File: src/rtl/fetch_pkg.sv
// Shared types and constants for the instruction fetch stage.
package fetch_pkg;

    typedef enum logic [1:0] {
        IDLE  = 2'd0,
        FETCH = 2'd1,
        EXEC  = 2'd2
    } fetch_state_t;

    localparam logic [31:0] NOP_INSTR        = 32'h0000_0000;
    localparam logic [31:0] DEFAULT_RESET_PC = 32'h0000_0000;

endpackage

File: src/rtl/pc_next_logic.sv
// Combinational next-PC computation: sequential, PC-relative branch, or region jump.
module pc_next_logic (
    input  logic [31:0] pc,
    input  logic [31:0] instr,
    input  logic        dobranch,
    input  logic        dojump,
    output logic [31:0] pcplus4,
    output logic [31:0] pc_next
);

    logic [31:0] branch_offset;
    logic        unused_opcode;

    assign pcplus4       = pc + 32'd4;
    assign branch_offset = {{14{instr[15]}}, instr[15:0], 2'b00};
    // Opcode bits are decoded elsewhere; only the immediate fields matter here.
    assign unused_opcode = ^instr[31:26];

    always_comb begin
        pc_next = pcplus4;
        if (dojump) begin
            pc_next = {pcplus4[31:28], instr[25:0], 2'b00};
        end else if (dobranch) begin
            pc_next = pcplus4 + branch_offset;
        end
    end

endmodule

File: src/rtl/fetch_unit.sv
// Fetch stage: owns the PC, handshakes with instruction memory, holds the commit cycle.
module fetch_unit
    import fetch_pkg::*;
#(
    parameter logic [31:0] RESET_PC = DEFAULT_RESET_PC
) (
    input  logic        clk,
    input  logic        reset,
    output logic        imem_req,
    output logic [31:0] imem_addr,
    input  logic        imem_ack,
    input  logic [31:0] imem_rdata,
    output logic [31:0] instr,
    output logic        instr_valid,
    output logic [31:0] pc,
    output logic [31:0] pcplus4,
    input  logic        dobranch,
    input  logic        dojump,
    input  logic        hold
);

    fetch_state_t state_q, state_d;
    logic [31:0]  pc_q, pc_d;
    logic [31:0]  instr_q, instr_d;
    logic [31:0]  pc_next;

    pc_next_logic u_pc_next (
        .pc       (pc_q),
        .instr    (instr_q),
        .dobranch (dobranch),
        .dojump   (dojump),
        .pcplus4  (pcplus4),
        .pc_next  (pc_next)
    );

    always_ff @(posedge clk or posedge reset) begin
        if (reset) begin
            state_q <= IDLE;
            pc_q    <= RESET_PC;
            instr_q <= NOP_INSTR;
        end else begin
            state_q <= state_d;
            pc_q    <= pc_d;
            instr_q <= instr_d;
        end
    end

    // Branch/jump inputs only reach pc_d in EXEC, so X elsewhere cannot leak into the PC.
    always_comb begin
        state_d = state_q;
        pc_d    = pc_q;
        instr_d = instr_q;
        case (state_q)
            IDLE: begin
                state_d = FETCH;
            end
            FETCH: begin
                if (imem_ack) begin
                    instr_d = imem_rdata;
                    state_d = EXEC;
                end
            end
            EXEC: begin
                if (!hold) begin
                    pc_d    = pc_next;
                    state_d = FETCH;
                end
            end
            default: begin
                state_d = IDLE;
            end
        endcase
    end

    assign imem_req    = (state_q == FETCH);
    assign instr_valid = (state_q == EXEC);
    assign imem_addr   = pc_q;
    assign pc          = pc_q;
    assign instr       = instr_q;

endmodule

File: config.mk
export PLATFORM = sky130hd
export DESIGN_NAME = fetch_unit
export DESIGN_NICKNAME = d
export VERILOG_FILES = /design/src/rtl/fetch_pkg.sv /design/src/rtl/pc_next_logic.sv /design/src/rtl/fetch_unit.sv
export SDC_FILE = /design/constraint.sdc
export NUM_CORES = 1
export LEC_CHECK = 0
export ABC_AREA = 1
export BUFFER_PORTS_ARGS = -buffer_cell sky130_fd_sc_hd__buf_2
export CAP_MARGIN = 30
export CORE_MARGIN = 1.5
export CORE_UTILIZATION = 29
export DETAILED_ROUTE_END_ITERATION = 7
export PLACE_DENSITY = 0.6
export SLEW_MARGIN = 5
export SYNTH_ARGS = -nofsm -noshare
export SYNTH_HDL_FRONTEND = slang
export SYNTH_SLANG_ARGS = --single-unit
File: constraint.sdc
create_clock -name clk -period 5.95 [get_ports clk]
set_clock_uncertainty 0.1 [all_clocks]
set_input_delay 1.19 -clock clk [delete_from_list [all_inputs] [get_ports clk]]
set_output_delay 1.19 -clock clk [all_outputs]
set_load 0.02 [all_outputs]
==> results of run 1 <==
state kept, by name, indices dropped and copies added, names as in the netlist:
signal / cells
state_q: 2
imem_addr: 30
instr: 32
Yosys cell counts, types with 2 or more instances:
| master | instances | area, µm² |
|---|---|---|
| nor2_1 | 69 | 259.0 |
| a32oi_1 | 2 | 17.52 |
| o21ai_1 | 3 | 15.01 |
| nand4_1 | 13 | 81.33 |
| a22oi_1 | 2 | 15.01 |
| a21boi_0 | 7 | 52.55 |
| nor2_2 | 3 | 18.77 |
| buf_4 | 36 | 270.3 |
| nor3_1 | 9 | 45.04 |
| nand3_1 | 68 | 340.3 |
| and2_1 | 3 | 18.77 |
| o21bai_1 | 5 | 37.54 |
| inv_2 | 3 | 11.26 |
| nor2_4 | 4 | 45.04 |
| a21oi_1 | 56 | 280.3 |
| nand3b_1 | 2 | 15.01 |
| xor2_1 | 15 | 131.4 |
| a21boi_1 | 6 | 45.04 |
| o211ai_1 | 5 | 37.54 |
| nand2_2 | 6 | 37.54 |
| inv_1 | 166 | 623.1 |
| clkbuf_1 | 8 | 30.03 |
| nand2_1 | 318 | 1194 |
| buf_2 | 9 | 45.04 |
| ha_1 | 36 | 450.4 |
| o21ai_0 | 29 | 145.1 |
| or2_2 | 2 | 12.51 |
| nand3_2 | 2 | 20.02 |
| and3_1 | 2 | 12.51 |
| mux2_2 | 30 | 337.8 |
| dfrtp_1 | 64 | 1602 |
kinds of logic after synthesis:
kind of cell	synth area share
flops	0.2511
fa+ha+maj	0.07377
buf+inv	0.1548
xor+xnor	0.02197
simple gates	0.3375
compound gates	0.1073
other cells	0.0005880
mux	0.05297
stage by stage:
step                      cells  hold WS (ns)  cell area (µm²)
after global placement     1391        0.3746             7222
after floorplan            1001        0.3518             6396
after global routing       1409        0.4050             7584
after detailed placement   1392        0.3832             7233
final                      1409        0.3863             7584
after CTS                  1408        0.3909             7556
final cells by class:
type,count,share of cell area
repair buffers,166,0.1143
multi-input cells,714,0.5021
flip-flops and latches,64,0.2112
clock buffers,11,0.03201
well taps,280,0.04620
inverters,169,0.08365
clock inverters,5,0.01056
worst max-delay path by stage:
stage | start | end | slack (ns) | depth (start not counted)
global placement | dobranch | imem_addr[4] | 2.26 | 9
detailed placement | dobranch | imem_addr[4] | 2.09 | 9
CTS | imem_addr[2] | pcplus4[22] | 2.30 | 9
finish | imem_addr[2] | pcplus4[22] | 2.30 | 9
global route | imem_addr[2] | imem_addr[30] | 2.04 | 20
floorplan | imem_addr[2] | imem_addr[29] | 2.87 | 15
routing by layer:
layer | global-route usage | wire length [µm] | vias to the layer above
li1 | - | - | 3370
met1 | 0.2714 | 10320 | 3090
met2 | 0.3216 | 10260 | 213
met3 | 0.03343 | 1314 | 40
met4 | 0.08010 | 785 | 0
met5 | 0 | 0 | -
==> results.cfg, run 1 <==
[floorplan]
die-area_mm2 = 0.02289
die_w_um = 151.3
std_cell_rows = 54
core_mm2 = 0.02169
ios = 168
die_h_um = 151.3
initial_utilization = 0.2940

[logic_synthesis]
synth_top_flop_cell = dfrtp_1
syn-cell-area_mm2 = 0.006377
yosys_warnings = 0
syn_avg_cell_area_um2 = 6.403
syn-instance-count = 996
synthArstFlopShare = 1.000
yosysSeqAreaShare = 0.2511
synth-seq-cells = 64
synth_edf_count = 0
ys_types = 44

[worst_setup_path]
crit_chain = ha_1, nand3_2, nor2_1, nand4_1, inv_1, nand3_1, nand2_1, and2_1, buf_2
r2r_slack_ns = 2.41
crit_type = reg -> out
ff2ff_path_depth = 18
start_kind = flop
crit_fanout = 5
end_kind = output port
cp_top_family = simple AND/OR/NAND/NOR gates
critPathSlowestCell = dfrtp_1
required_ns = 4.66
max_stage_delay_ns = 0.47
r2r_start = imem_addr[2]
critical_path_arrival_ns = 2.36
crit_buf_inv = 2
rr_endpoint = imem_addr[30]

[job]
cap_violations = 0

[hold_path]
worstHoldPathType = reg -> reg
whs_endpoint = state_q[0]
whs_path_depth = 1
hp-start = state_q[1]

[sta]
slew_viol_final = 0
hold_viol = 0
tns_ns = 0
final-setup-viol-count = 0
fmax_mhz = 274.2
fin_crit_sh = 0.6128
period_needed_ns = 3.646
rsz0062_at_grt = false
relSlewSlack = 0.3813
tightestPinTransition_ns = 0.9281
setup_slack_ns = 2.304

[drt]
drc = 0
ant_nets = 0
dr.pass1.iters = 5
num_vias = 6713
wl_per_cell_um = 16.10
vias_per_cell = 4.764
drt_iter0_drc = 437
wl_mm = 22.68

[cts]
numClockSinks = 64
clk_latency_ns = 0.34
cts_root_buf = clkbuf_16
hold_buffers = 0
ctsLongestPathBuffers = 2
clkTransAtPathRegs_ns = 0.05
cts_tree = yes
ctsResizeCount = 0
cts_setup_buffers = 0
numCtsBuffers = 9
cts-htree-levels = 3

[global_route]
antenna_found_initial = 0
grt.overflow.total = 0
grt_pass1_vias = 6290
grt_max_degree = 65
grt_pass1_wl_mm = 35.07
grtUsageTotal = 0.2021

[finish]
nFillCells = 2360
final_nets = 1199
mostFrequentLayoutCells = nand2_1, inv_1, buf_2, nor2_1, nand3_1
final_common_cell = nand2_1
drive_gt1_frac = 0.2081
areaGrowthSynthToFinish_pct = 18.91
antennaDiodeCount = 0
register_area_mm2 = 0.001602
postLayoutCoreUtil = 0.3497
multi_input_area_mm2 = 0.003807

[placement]
gp_congestion = 0.9521
port_buffers = 161
hpwl_mm = 18.32
pre_cts_ws_ns = 2.092

[status]
status = completed
Power of run 1 is left out: the tool's default activity adds up to more than one toggle a clock period on the data nets, which glitch-free logic cannot reach.
==> run 2: changes to the inputs <==
Clock period 5.95 ns to 3.4 ns, I/O delays scaled along.
==> run 2 against run 1 <==
  * Non-clock buffer count grew 36
  * First-iteration DRC count up 3.2%
  * Wire length is 3.9% higher
  * Flip-flop and latch count is the same
  * Register-to-register slack worse by 2.2 ns
  * Via count rose by 2.2%
  * Critical path depth is 8 higher
  * Global-route usage rose by 0.80 points
  * Design area rose by 4.2%
  * Die area unchanged
  * Critical endpoint is now imem_addr[26]
  * Highest routed layer unchanged
==> results.cfg, run 2 (same netlist as run 1, synthesis figures left out) <==
[status]
status = completed

[finish]
stdcell_count = 1442
final_nets = 1235
largest_reg_flops = 32
register_area_mm2 = 0.001608
mostFrequentLayoutCells = nand2_1, inv_1, buf_2, nand3_1
areaGrowthSynthToFinish_pct = 23.90
drive_gt1_frac = 0.2599
antennaDiodeCount = 0
final_common_cell = nand2_1
multi_input_area_mm2 = 0.003934
postLayoutCoreUtil = 0.3643
nFillCells = 2366

[drt]
vias_per_cell = 4.756
drt_iter0_drc = 451
drc = 0
ant_nets = 0
wl_mm = 23.57
dr.pass1.iters = 5
wl_per_cell_um = 16.34
num_vias = 6858

[worst_setup_path]
cp_top_family = simple AND/OR/NAND/NOR gates
crit_type = reg -> reg
critical_path_arrival_ns = 3.34
max_stage_delay_ns = 0.40
required_ns = 3.53
start_kind = flop
crit_buf_inv = 1
critPathSlowestCell = dfrtp_2
crit_chain = ha_2, nand3_2, nor2_1, nand4_1, inv_2, nand4_1, and2_4, ha_2, nand2_1, nor2_4, nand2_1, nor2_1, nand2_1, nand4_1, nand3_1, nand2_1, a21boi_1
path_common_cell = nand2_1
crit_fanout = 5
end_kind = flop

[sta]
final-setup-viol-count = 0
tightestPinTransition_ns = 0.7632
hold_ws_ns = 0.2646
hold_viol = 0
setup_slack_ns = 0.1856
period_needed_ns = 3.214
slew_viol_final = 0
fin_crit_sh = 0.9454
fmax_mhz = 311.1
relSlewSlack = 0.4906
rsz0062_at_grt = true

[global_route]
grt_pass1_wl_mm = 36.03
busiest_layer = met2
grt.overflow.total = 0
grt_pass1_vias = 6462
gr-usage-met3 = 0.03313
met1_usage = 0.2800
antenna_found_initial = 0
grt_max_degree = 46
use_met2 = 0.3445
grtUsageTotal = 0.2101

[hold_path]
worstHoldPathType = in -> async

[power]
vdd_drop_max_v = 0.0005495
power_density_mw_per_mm2 = 1260
p_leak_uw = 0.004348
fin_total_pwr_uw = 9956

[floorplan]
die_h_um = 151.3
ios = 168
die-area_mm2 = 0.02289
die_w_um = 151.3
core_mm2 = 0.02169
initial_utilization = 0.2940
std_cell_rows = 54

[cts]
ctsLongestPathBuffers = 2
cts_root_buf = clkbuf_16
clk_latency_ns = 0.35
hold_buffers = 0
cts-htree-levels = 3
cts_tree = yes
numClockSinks = 64
numCtsBuffers = 9
clkTransAtPathRegs_ns = 0.06

[job]
cap_violations = 0

[placement]
placed_cells = 1424
port_buffers = 161
gp_congestion = 0.9615
pre_cts_ws_ns = -0.08270
hpwl_mm = 19.12
[run 2: changes by cell type in the layout (fill, tap and decap cells not counted), sizes merged]
cell / previous run / this run
buf: 166 / 202
bufinv: 2 / 0
clkbuf: 11 / 12
clkinvlp: 2 / 0
[run 2: layout make-up]
class | count | share of cell area
Clock inverter | 1 | 0.0006334
Sequential cell | 64 | 0.2035
Tap cell | 280 | 0.04434
Multi-Input combinational cell | 714 | 0.4979
Inverter | 169 | 0.08028
Timing Repair Buffer | 202 | 0.1409
Clock buffer | 12 | 0.03246
[run 2: path summary, 6_finish.rpt]
kind / startpoint / to / slack (ns) / depth (start not counted)
min in group clk: state_q[1] / state_q[0] / 0.38 / 1
setup / recovery: imem_addr[3] / imem_addr[26] / 0.19 / 17
setup reg to reg: imem_addr[3] / imem_addr[26] / 0.19 / 17
hold reg to reg: state_q[1] / state_q[0] / 0.38 / 1
hold / removal: reset / imem_addr[25] / 0.26 / 2
max in group asynchronous: reset / imem_addr[6] / 2.17 / 3
[run 2: metal layers]
metal / vias up / part of all wire / routed length, µm
li1: 3433 / - / -
met1: 3122 / 0.45 / 10560
met2: 265 / 0.46 / 10900
met3: 38 / 0.062 / 1464
met4: 0 / 0.027 / 641
met5: - / 0 / 0
[run 2: metrics by stage]
| stage | instance area [µm²] | TNS [ns] |
|---|---|---|
| 6_report | 7901 | 0 |
| 5_1_grt | 7901 | -0.006485 |
| 4_1_cts | 7737 | 0 |
| 3_5_place_dp | 7470 | -0.1373 |
| 3_3_place_gp | 7470 | -0.1766 |
| 2_1_floorplan | 6396 | 0 |
[run 2: repair_timing]
action	in CTS	in global routing
hold endpoints to repair	0	0
cloned	0	0
buffers inserted	0	5
pin swaps	0	1
gates resized for setup	3	39
setup endpoints to repair	2	18
[run 2: power by group]
group	total [µW]	switching (µW)	internal (µW)
logic	7510	4930	2590
clock network	857	337	519
registers	1580	443	1140
total	9960	5710	4250
Power figures use the tool's default switching activity.
==> run 3: changes to the inputs <==
Settings changed: BUFFER_PORTS_ARGS -buffer_cell sky130_fd_sc_hd__buf_2 to -buffer_cell sky130_fd_sc_hd__buf_4.
==> run 3 against run 2 <==
  * Combinational power is 7.1% higher
  * Power grew 8.1%
  * Die area did not move
  * Highest routed layer unchanged
==> results.cfg, run 3 (same netlist as run 1, synthesis figures left out) <==
[sta]
hold_ws_ns = 0.2433
final-setup-viol-count = 0
tightestPinTransition_ns = 0.7286
slew_viol_final = 0
hold_viol = 0
relSlewSlack = 0.5138
fin_crit_sh = 0.9428
fmax_mhz = 312.0
setup_slack_ns = 0.1944
period_needed_ns = 3.206
tns_ns = 0

[placement]
hpwl_mm = 19.52
placed_area_mm2 = 0.007888
placed_cells = 1426
port_buffers = 161
gp_congestion = 0.9850
pre_cts_ws_ns = -0.06381

[finish]
final_area_mm2 = 0.008404
areaGrowthSynthToFinish_pct = 31.78
mostFrequentLayoutCells = nand2_1, buf_4, inv_1, nand3_1, nor2_1
stdcell_count = 1446
final_common_cell = nand2_1
antennaDiodeCount = 0
final_nets = 1236
largest_reg_flops = 32
drive_gt1_frac = 0.2573

[cts]
clkTransAtPathRegs_ns = 0.07
cts_root_buf = clkbuf_16
numCtsBuffers = 9
cts_tree = yes
cts-htree-levels = 3
numClockSinks = 64
clk_latency_ns = 0.36
ctsLongestPathBuffers = 2
hold_buffers = 0

[power]
vdd_drop_max_v = 0.0005507
power_density_mw_per_mm2 = 1281
pwr-share-seq = 0.147
p_int_uw = 4905
switchingPower_uw = 5860
p_leak_uw = 0.004553
swShare = 0.5444
power.share.clock = 0.105
combPwrFrac = 0.747

[floorplan]
die-area_mm2 = 0.02289
std_cell_rows = 54
ios = 168
core_mm2 = 0.02169
die_h_um = 151.3
die_w_um = 151.3
initial_utilization = 0.2940

[worst_setup_path]
required_ns = 3.57
crit_fanout = 5
r2r_start = imem_addr[3]
ff2ff_path_depth = 18
critical_path_arrival_ns = 3.38
rr_endpoint = imem_addr[26]
r2r_slack_ns = 0.19
crit_type = reg -> reg
end_kind = flop
start_kind = flop

[drt]
vias_per_cell = 4.779
drt_iter0_drc = 471
drc = 0
wl_per_cell_um = 16.78
wl_mm = 24.27
dr.pass1.iters = 5
num_vias = 6911
ant_nets = 0

[global_route]
grt.overflow.total = 0
grtUsageTotal = 0.2146
antenna_found_initial = 0
grt_pass1_wl_mm = 36.63
grt_pass1_vias = 6591
grt_max_degree = 46

[hold_path]
worstHoldPathType = in -> async

[job]
cap_violations = 0

[status]
status = completed
run 3: layout make-up:
cell class	instances	area, µm²
multi-input combinational	714	3935
timing repair buffer	203	1524
fill	2295	13280
clock inverter	6	115.1
inverter	169	634.4
tap	280	350.3
clock buffer	10	239.0
sequential	64	1607
run 3: power by group through the flow:
stage	combinational (µW)	clock, µW	sequential (µW)
after floorplan	4600	0	1970
after global placement	7740	0	1580
after detailed placement	7730	0	1590
after CTS	7780	1140	1590
after global routing	8820	1180	1640
final	8040	1130	1590
run 3: worst max path at each step:
stage / start / endpoint / slack [ns] / cells past startpoint
finish: imem_addr[3] / imem_addr[26] / 0.19 / 18
global route: imem_addr[6] / imem_addr[23] / -0.006 / 19
CTS: imem_addr[3] / imem_addr[26] / 0.008 / 19
detailed placement: imem_addr[3] / imem_addr[26] / -0.06 / 19
global placement: imem_addr[4] / imem_addr[30] / -0.10 / 18
floorplan: imem_addr[2] / imem_addr[29] / 0.32 / 15
run 3: repair_timing:
item | in CTS | in global routing
endpoints found under the setup margin | 4 | 19
setup buffers | 1 | 3
gates resized for setup | 3 | 31
pin swaps | 0 | 1
run 3: metal layers:
metal / part of all wire / up-vias / GRT usage
met1: 0.45 / 3192 / 0.2826
met2: 0.46 / 238 / 0.3523
met5: 0 / - / 0
met3: 0.064 / 38 / 0.03404
met4: 0.030 / 0 / 0.07913
li1: - / 3443 / -
run 3: per-stage QoR:
step	power, µW	utilization
3_5_place_dp	9322	0.3637
5_1_grt	11650	0.3875
2_1_floorplan	6565	-
6_report	10770	0.3875
3_3_place_gp	9326	0.3637
4_1_cts	10510	0.3806
run 3: worst max-delay path, stage by stage, from the launching register on:
cell      delay [ns]
dfrtp_2         0.40
ha_2            0.22
nand3_2         0.14
nor2_2          0.14
nand4_1         0.18
inv_2           0.14
nand4_1         0.11
and2_2          0.27
ha_4            0.30
nand2_1         0.11
nor2_2          0.15
nand2_1         0.10
nor2_1          0.10
nand2_1         0.09
nand3_1         0.10
nand2_1         0.05
nand3_1         0.14
nand2_1         0.12
a21boi_1        0.15
